==> config.mk <==
export PLATFORM = sky130hd
export DESIGN_NAME = io_wb_arbiter
export DESIGN_NICKNAME = d
export VERILOG_FILES = /design/src/rtl/io_wb_arbiter_pkg.sv /design/src/rtl/io_wb_timeout.sv /design/src/rtl/io_wb_arbiter.sv
export SDC_FILE = /design/constraint.sdc
export NUM_CORES = 1
export LEC_CHECK = 0
export CAP_MARGIN = 20
export CELL_PAD_IN_SITES_DETAIL_PLACEMENT = 1
export CELL_PAD_IN_SITES_GLOBAL_PLACEMENT = 1
export CORE_UTILIZATION = 11
export CTS_CLUSTER_SIZE = 20
export DETAILED_ROUTE_END_ITERATION = 10
export GPL_TIMING_DRIVEN = 1
export MAX_ROUTING_LAYER = met4
export PLACE_DENSITY = 0.88
export SLEW_MARGIN = 20
export SYNTH_ARGS = -nofsm -noshare
export SYNTH_HDL_FRONTEND = slang
export SYNTH_HIERARCHICAL = 1
export SYNTH_SLANG_ARGS = --single-unit
==> constraint.sdc <==
create_clock -name clk -period 3.86 [get_ports clk]
set_input_delay 1.158 -clock clk [delete_from_list [all_inputs] [get_ports clk]]
set_output_delay 1.158 -clock clk [all_outputs]
set_load 0.05 [all_outputs]
==> src/rtl/io_wb_arbiter_pkg.sv <==
// io_wb_arbiter_pkg: shared state encoding and counter sizing for the IO Wishbone arbiter
package io_wb_arbiter_pkg;
  typedef enum logic [1:0] {IDLE = 2'd0, GNT0 = 2'd1, GNT1 = 2'd2} arb_state_t;
  function automatic int cnt_width(input int t);
    return (t <= 2) ? 1 : $clog2(t);
  endfunction
endpackage

==> src/rtl/io_wb_timeout.sv <==
// io_wb_timeout: counts stalled strobe cycles and fires on the last cycle before giving up
module io_wb_timeout
  import io_wb_arbiter_pkg::*;
#(
  parameter int TIMEOUT = 16
) (
  input  logic clk,
  input  logic rst,
  input  logic busy,
  input  logic ack,
  input  logic clear,
  output logic fire
);
  localparam int CW = cnt_width(TIMEOUT);
  logic [CW-1:0] cnt_q, cnt_d;
  assign fire = busy & ~ack & ~clear & (cnt_q == CW'(TIMEOUT - 1));
  // count waiting cycles; any ack, release or fire restarts from zero
  always_comb cnt_d = (clear | ack | fire) ? '0 : busy ? cnt_q + CW'(1) : cnt_q;
  // counter register
  always_ff @(posedge clk) cnt_q <= rst ? '0 : cnt_d;
endmodule

==> src/rtl/io_wb_arbiter.sv <==
// io_wb_arbiter: round-robin two-master Wishbone arbiter with bus-timeout error
module io_wb_arbiter
  import io_wb_arbiter_pkg::*;
#(
  parameter int TIMEOUT = 16,
  parameter int AW = 32,
  parameter int DW = 32
) (
  input  logic            clk,
  input  logic            rst,
  input  logic            m0_cyc_i,
  input  logic            m0_stb_i,
  input  logic            m0_we_i,
  input  logic [DW/8-1:0] m0_sel_i,
  input  logic [AW-1:0]   m0_adr_i,
  input  logic [DW-1:0]   m0_dat_i,
  output logic [DW-1:0]   m0_dat_o,
  output logic            m0_ack_o,
  output logic            m0_err_o,
  input  logic            m1_cyc_i,
  input  logic            m1_stb_i,
  input  logic            m1_we_i,
  input  logic [DW/8-1:0] m1_sel_i,
  input  logic [AW-1:0]   m1_adr_i,
  input  logic [DW-1:0]   m1_dat_i,
  output logic [DW-1:0]   m1_dat_o,
  output logic            m1_ack_o,
  output logic            m1_err_o,
  output logic            s_cyc_o,
  output logic            s_stb_o,
  output logic            s_we_o,
  output logic [DW/8-1:0] s_sel_o,
  output logic [AW-1:0]   s_adr_o,
  output logic [DW-1:0]   s_dat_o,
  input  logic [DW-1:0]   s_dat_i,
  input  logic            s_ack_i,
  output logic [1:0]      grant_o
);
  arb_state_t state_q, state_d;
  logic last_q, last_d;
  logic g0, g1, fire;
  assign g0 = state_q == GNT0;
  assign g1 = state_q == GNT1;
  assign grant_o = {g1, g0};
  assign s_cyc_o = g0 ? m0_cyc_i : g1 ? m1_cyc_i : 1'b0;
  assign s_stb_o = g0 ? m0_stb_i : g1 ? m1_stb_i : 1'b0;
  assign s_we_o  = g0 ? m0_we_i  : g1 ? m1_we_i  : 1'b0;
  assign s_sel_o = g0 ? m0_sel_i : g1 ? m1_sel_i : '0;
  assign s_adr_o = g0 ? m0_adr_i : g1 ? m1_adr_i : '0;
  assign s_dat_o = g0 ? m0_dat_i : g1 ? m1_dat_i : '0;
  assign m0_ack_o = s_ack_i & g0 & ~fire;
  assign m1_ack_o = s_ack_i & g1 & ~fire;
  assign m0_err_o = fire & g0;
  assign m1_err_o = fire & g1;
  assign m0_dat_o = g0 ? s_dat_i : '0;
  assign m1_dat_o = g1 ? s_dat_i : '0;
  io_wb_timeout #(.TIMEOUT(TIMEOUT)) u_timeout (
    .clk  (clk),
    .rst  (rst),
    .busy (s_cyc_o & s_stb_o),
    .ack  (s_ack_i),
    .clear(~s_cyc_o),
    .fire (fire)
  );
  // grant selection: tie goes to the master that did not hold the bus last
  always_comb begin
    state_d = state_q;
    last_d  = last_q;
    case (state_q)
      IDLE: begin
        if (m0_cyc_i & (~m1_cyc_i | last_q)) begin
          state_d = GNT0;
          last_d  = 1'b0;
        end else if (m1_cyc_i) begin
          state_d = GNT1;
          last_d  = 1'b1;
        end
      end
      GNT0:    state_d = (~m0_cyc_i | fire) ? IDLE : GNT0;
      GNT1:    state_d = (~m1_cyc_i | fire) ? IDLE : GNT1;
      default: state_d = IDLE;
    endcase
  end
  // state and round-robin history registers
  always_ff @(posedge clk) begin
    state_q <= rst ? IDLE : state_d;
    last_q  <= rst ? 1'b1 : last_d;
  end
endmodule

# ---- Yosys cells after proc, flatten, opt, wreduce, memory -nomap -nowiden
# Index checks and enable logic that the tools add are counted.
# Widths: inputs -> output; s select.
dict set report classes {
  eq_ne 4
  n_addsub 1
  bitwise_logic 21
  n_reduce_logical 4
  muxes 21
}
# cell n
set ops {}
lappend ops {{$mux 32} 6}
lappend ops {{$and 1x1->1} 11}
lappend ops {{$mux 1} 9}
lappend ops {{$mux 4} 2}
lappend ops {{$mux 2} 3}
lappend ops {{$pmux 2 s3} 1}
lappend ops {{$not 1->1} 5}
lappend ops {{$or 1x1->1} 5}
lappend ops {{$add 4x1->4 const B} 1}
lappend ops {{$eq 4x4->1 const B} 1}
lappend ops {{$ne 3x3->1 const B} 1}
lappend ops {{$eq 2x1->1 const B} 1}
lappend ops {{$eq 2x2->1 const B} 1}
lappend ops {{$logic_not 2->1} 1}
lappend ops {{$reduce_and 2->1} 1}
lappend ops {{$reduce_bool 2->1} 1}
lappend ops {{$reduce_or 2->1} 1}
dict set report word_totals {
  regBits 7
  inputBits 177
  out_inout_bits 141
}

# ---- Logic depth before layout (Yosys ltp)
dict set report logic_depth {
  word_depth 10
  depth_mapped 7
}

# ---- By module
# The synthesis kept the hierarchy.
# mod cells_each area_each_um2 n_inst seq_area_each_um2
set modules_own_cells {}
lappend modules_own_cells {io_wb_arbiter 186 1453.9 1 60.1}
lappend modules_own_cells {io_wb_timeout 20 201.4 1 80.1}

# ---- Least setup slack after synthesis
# No wires, ideal clock.
dict set report synth_timing {
  path_kind {in2out}
  from {input m0_cyc_i}
  to {output m0_err_o}
  arrival_time_ps 2672
  path_slack_ps 30
  required_time_ps 2702
  stages 6
  n_path_buf 1
  cell_sequence {nand3b_1 a22oi_1 buf_2 and4_1 nor3b_1 and2_1}
}
dict set report synth_via {
  elab_chain_cells 6
}
# item line
set synth_rtl {}
lappend synth_rtl {{from (decl)} io_wb_arbiter.sv:11} ;# input logic m0_cyc_i,
lappend synth_rtl {{$mux 1 *} io_wb_arbiter.sv:45} ;# assign s_cyc_o = g0 ? m0_cyc_i : g1 ? m1_cyc_i : 1'b0;
lappend synth_rtl {{$and 1x1->1} io_wb_arbiter.sv:60} ;# .busy (s_cyc_o & s_stb_o),
lappend synth_rtl {{$and 1x1->1} io_wb_timeout.sv:16} ;# assign fire = busy & ~ack & ~clear & (cnt_q == CW'(TIMEOUT - 1));
lappend synth_rtl {{$and 1x1->1 * (2 in series)} io_wb_timeout.sv:16}
lappend synth_rtl {{via fire} io_wb_arbiter.sv:41} ;# logic g0, g1, fire;
lappend synth_rtl {{$and 1x1->1 *} io_wb_arbiter.sv:53} ;# assign m0_err_o = fire & g0;
lappend synth_rtl {{to (decl)} io_wb_arbiter.sv:19} ;# output logic m0_err_o,
# The timed path passes the listed nets; every way through them passes the cells marked *.

# ---- Worst setup path in the final report
dict set report layout_timing {
  from {input m1_cyc_i}
  to {output m1_ack_o}
}
dict set report layout_via {
  elab_chain_cells 8
}
# item line
set layout_rtl {}
lappend layout_rtl {{from (decl)} io_wb_arbiter.sv:20} ;# input logic m1_cyc_i,
lappend layout_rtl {{$mux 1 * (2 in series)} io_wb_arbiter.sv:45}
lappend layout_rtl {{$and 1x1->1} io_wb_arbiter.sv:60}
lappend layout_rtl {{$and 1x1->1} io_wb_timeout.sv:16}
lappend layout_rtl {{$and 1x1->1 * (2 in series)} io_wb_timeout.sv:16}
lappend layout_rtl {{via fire} io_wb_arbiter.sv:41}
lappend layout_rtl {{$not 1->1 *} io_wb_arbiter.sv:52} ;# assign m1_ack_o = s_ack_i & g1 & ~fire;
lappend layout_rtl {{$and 1x1->1 *} io_wb_arbiter.sv:52}
lappend layout_rtl {{to (decl)} io_wb_arbiter.sv:27} ;# output logic m1_ack_o,
# Marked as above.

==> reports/results.tsv <==
stage	metric	value	unit
sta	tightest_slew	0.5731	ns
cts	cts-root-buf	clkbuf_16	
sta	final_max_slew_viol_count	0	
detailed_routing	wl_per_cell	16.03	microns
floorplanning	io_pins	318	
detailed_routing	drt-total-wl	11190	microns
floorplanning	die_h	124.7	microns
detailed_routing	ant_nets	0	
logic_synthesis	synth_ff_type	dfxtp_1	
critical_path	crit_path_max_fanout	4	
logic_synthesis	synth_mux_area_share	0.6047	%
logic_synthesis	syn_nets	384	
floorplanning	initial_core_util	11.35	%
global_route	grt_pass1_wl	16910	microns
pwr	vdd_ir_drop_max	108.2	uV
critical_path	ff2ff_path_depth	7	
hold_path	min_path_cells	2	
logic_synthesis	syn_inst	206	
placed_design	dp_cells	688	
global_route	antenna_found_initial	0	
hold_path	hp-class	reg2reg	
floorplanning	die_area	15540	sq um
cells_and_area	areaGrowthSynthToFinish	223.4	%
logic_synthesis	synth_simple_gate_area_share	35.45	%
sta	finalCriticalPeriod	3.816	ns
detailed_routing	vias	2938	
pwr	powerDensity	206.1	nW/um^2
cells_and_area	drive_gt1_share	32.10	%
logic_synthesis	synth_top_family_by_area	compound AO/OA/AOI/OAI gates	
logic_synthesis	synthAdderAreaFrac	0.7559	%
cells_and_area	num_antenna_cells	0	
logic_synthesis	synth_compound_area_share	40.89	%
global_route	gr-usage-all-layers	13.76	%
global_route	grt_overflow	0	
outcome	status	finished clean	
pwr	total_power	1.103	mW
logic_synthesis	synthTopCellsByArea	a22o_1 37%, and2_1 25%, dfxtp_1 8.5%	
cts	htree_levels	1	
sta	worst_slack	0.04392	ns
sta	whs	0.5607	ns
sta	hold_viol	0	
placed_design	place_congestion	0.7983	
cts	tritoncts	done	
logic_synthesis	synth_top_area_cell	a22o_1	
floorplanning	rows	44	
detailed_routing	drc_errors	0	
logic_synthesis	ys_types	33	
critical_path	timing.critical_path.arrival	2.66	ns
placed_design	dp_hpwl	9291	microns
cells_and_area	fin_cells	698	
logic_synthesis	yosys.area_share.xor_xnor	0.5291	%
sta	fmax	262.0	MHz
placed_design	preCtsSetupSlack	-0.4510	ns
floorplanning	die_x	124.7	microns
logic_synthesis	yosysTopAreaCellShare	36.51	%
cts	cts_buffer_depth	2	
cts	cts_buffers	3	
logic_synthesis	synth-seq-area-share	8.466	%
placed_design	io_buffers	317	
critical_path	crit_type	in2out	
floorplanning	coreArea	14590	sq um
pwr	leakage	2.345	nW
sta	clock_skew	0.0004893	ns
sta	relSlewSlack	61.79	%
logic_synthesis	ys_seq_elements	7	
run	drv_cap	0	
cts	clk_pin_slew	0.04	ns
logic_synthesis	synth_area_per_cell	8.036	sq um
sta	setup_tns	0	ns
global_route	grt_pass1_vias	3201	
logic_synthesis	synth_edf_count	0	
critical_path	cp-end-kind	output pin	
critical_path	crit_required	2.70	ns
logic_synthesis	ys_warn_count	6	
cells_and_area	final_nets	693	
detailed_routing	firstDrtPassIters	4	
global_route	grt_start_max_net_pins	105	
cts	clkLatencyLatePin	0.23	ns
logic_synthesis	mappedNetlistArea	1655	sq um
sta	setup_violations	0	
critical_path	start_kind	input port	
detailed_routing	vias_per_cell	4.209	
sta	period_share	98.86	%
logic_synthesis	async_reset_ff_share	0	%
detailed_routing	drtIter0Drc	80	
cts	numClockSinks	7	
==> sequential cells by signal, indices dropped and copies added (netlist names) <==
name	flops
state_q	2
u_timeout/cnt_q	4
last_q	1
==> path summary, 6_finish.rpt <==
check | startpoint | to | slack [ns]
worst max-delay path | m1_cyc_i | m1_ack_o | 0.04
worst min-delay path | last_q$_SDFFE_PP1P_ | state_q[0]$_SDFFE_PP0P_ | 0.56
worst max register to register | state_q[0]$_SDFFE_PP0P_ | state_q[0]$_SDFFE_PP0P_ | 1.89
worst min register to register | last_q$_SDFFE_PP1P_ | state_q[0]$_SDFFE_PP0P_ | 0.56
==> placed cells by master (no fill, tap or decap), types with 2 or more instances in the layout <==
| cell | n |
|---|---|
| a221oi_1 | 2 |
| a22o_1 | 69 |
| and2_1 | 67 |
| and3b_1 | 2 |
| buf_12 | 52 |
| buf_4 | 101 |
| buf_6 | 3 |
| clkbuf_16 | 3 |
| clkdlybuf4s50_1 | 172 |
| dfxtp_1 | 7 |
| dlygate4sd2_1 | 3 |
| nand2_1 | 2 |
| nand3b_1 | 5 |
| nor2b_4 | 2 |
| nor3_1 | 2 |
| or3b_1 | 3 |
==> metrics by stage <==
step / instance area [sq um] / utilization [%]
2_1_floorplan: 1655 / -
3_3_place_gp: 5211 / 35.72
3_5_place_dp: 5211 / 35.72
4_1_cts: 5343 / 36.62
5_1_grt: 5354 / 36.70
6_report: 5354 / 36.70
==> critical path, stage by stage <==
cell and delay, ns:
dlygate4sd2_1 0.22, nand3b_1 0.13, a22oi_2 0.20, and4_1 0.25
nor3b_4 0.23, buf_6 0.13, and3b_1 0.18, buf_6 0.15
==> metal layers <==
metal	up-vias	wire length, microns	track usage [%]
met3	11	857	2.363
met4	0	114	2.055
met2	188	6028	26.88
met5	-	0	-
li1	1390	-	-
met1	1349	4192	14.46
==> power by group <==
part	switching, mW	leakage, nW	internal [mW]	total (mW)
Sequential	0.00568	0.0571	0.0751	0.0808
Clock	0.0415	0.0382	0.138	0.179
Combinational	0.439	2.25	0.405	0.844
Total	0.486	2.35	0.617	1.10
==> area by class of cell <==
class                           instances  area [sq um]
Clock buffer                            4         78.83
Tap cell                              184         230.2
Sequential cell                         7         140.1
Timing Repair Buffer                  332          3586
Fill cell                            1644          9235
Multi-Input combinational cell        171          1319
==> cell usage after synthesis (2+ instances only) <==
| cell type | instances |
|---|---|
| a221oi_1 | 2 |
| a22o_1 | 69 |
| and2_1 | 67 |
| and3b_1 | 2 |
| buf_2 | 6 |
| buf_4 | 4 |
| buf_6 | 12 |
| clkbuf_1 | 4 |
| clkbuf_2 | 2 |
| dfxtp_1 | 7 |
| nand2_1 | 2 |
| nand3b_1 | 5 |
| nor3_1 | 2 |
| or3b_1 | 3 |
==> what timing repair did <==
item / CTS / global route
resized for setup: 10 / 2
setup endpoints to repair: 4 / 4
hold buffers: 0 / 0
pin swaps: 2 / 2
setup buffers: 4 / 2
endpoints found under the hold margin: 0 / 0
==> kinds of logic after synthesis <==
kind of cell               count (synthesis)
AOI/OAI and AO/OA                         78
xor gates and xnor gates                   1
adders and majority gates                  1
buffers and inverters                     28
DFF                                        7
muxes                                      1
and+or+nand+nor                           90
Note: power is estimated with default switching activity, not from simulation.
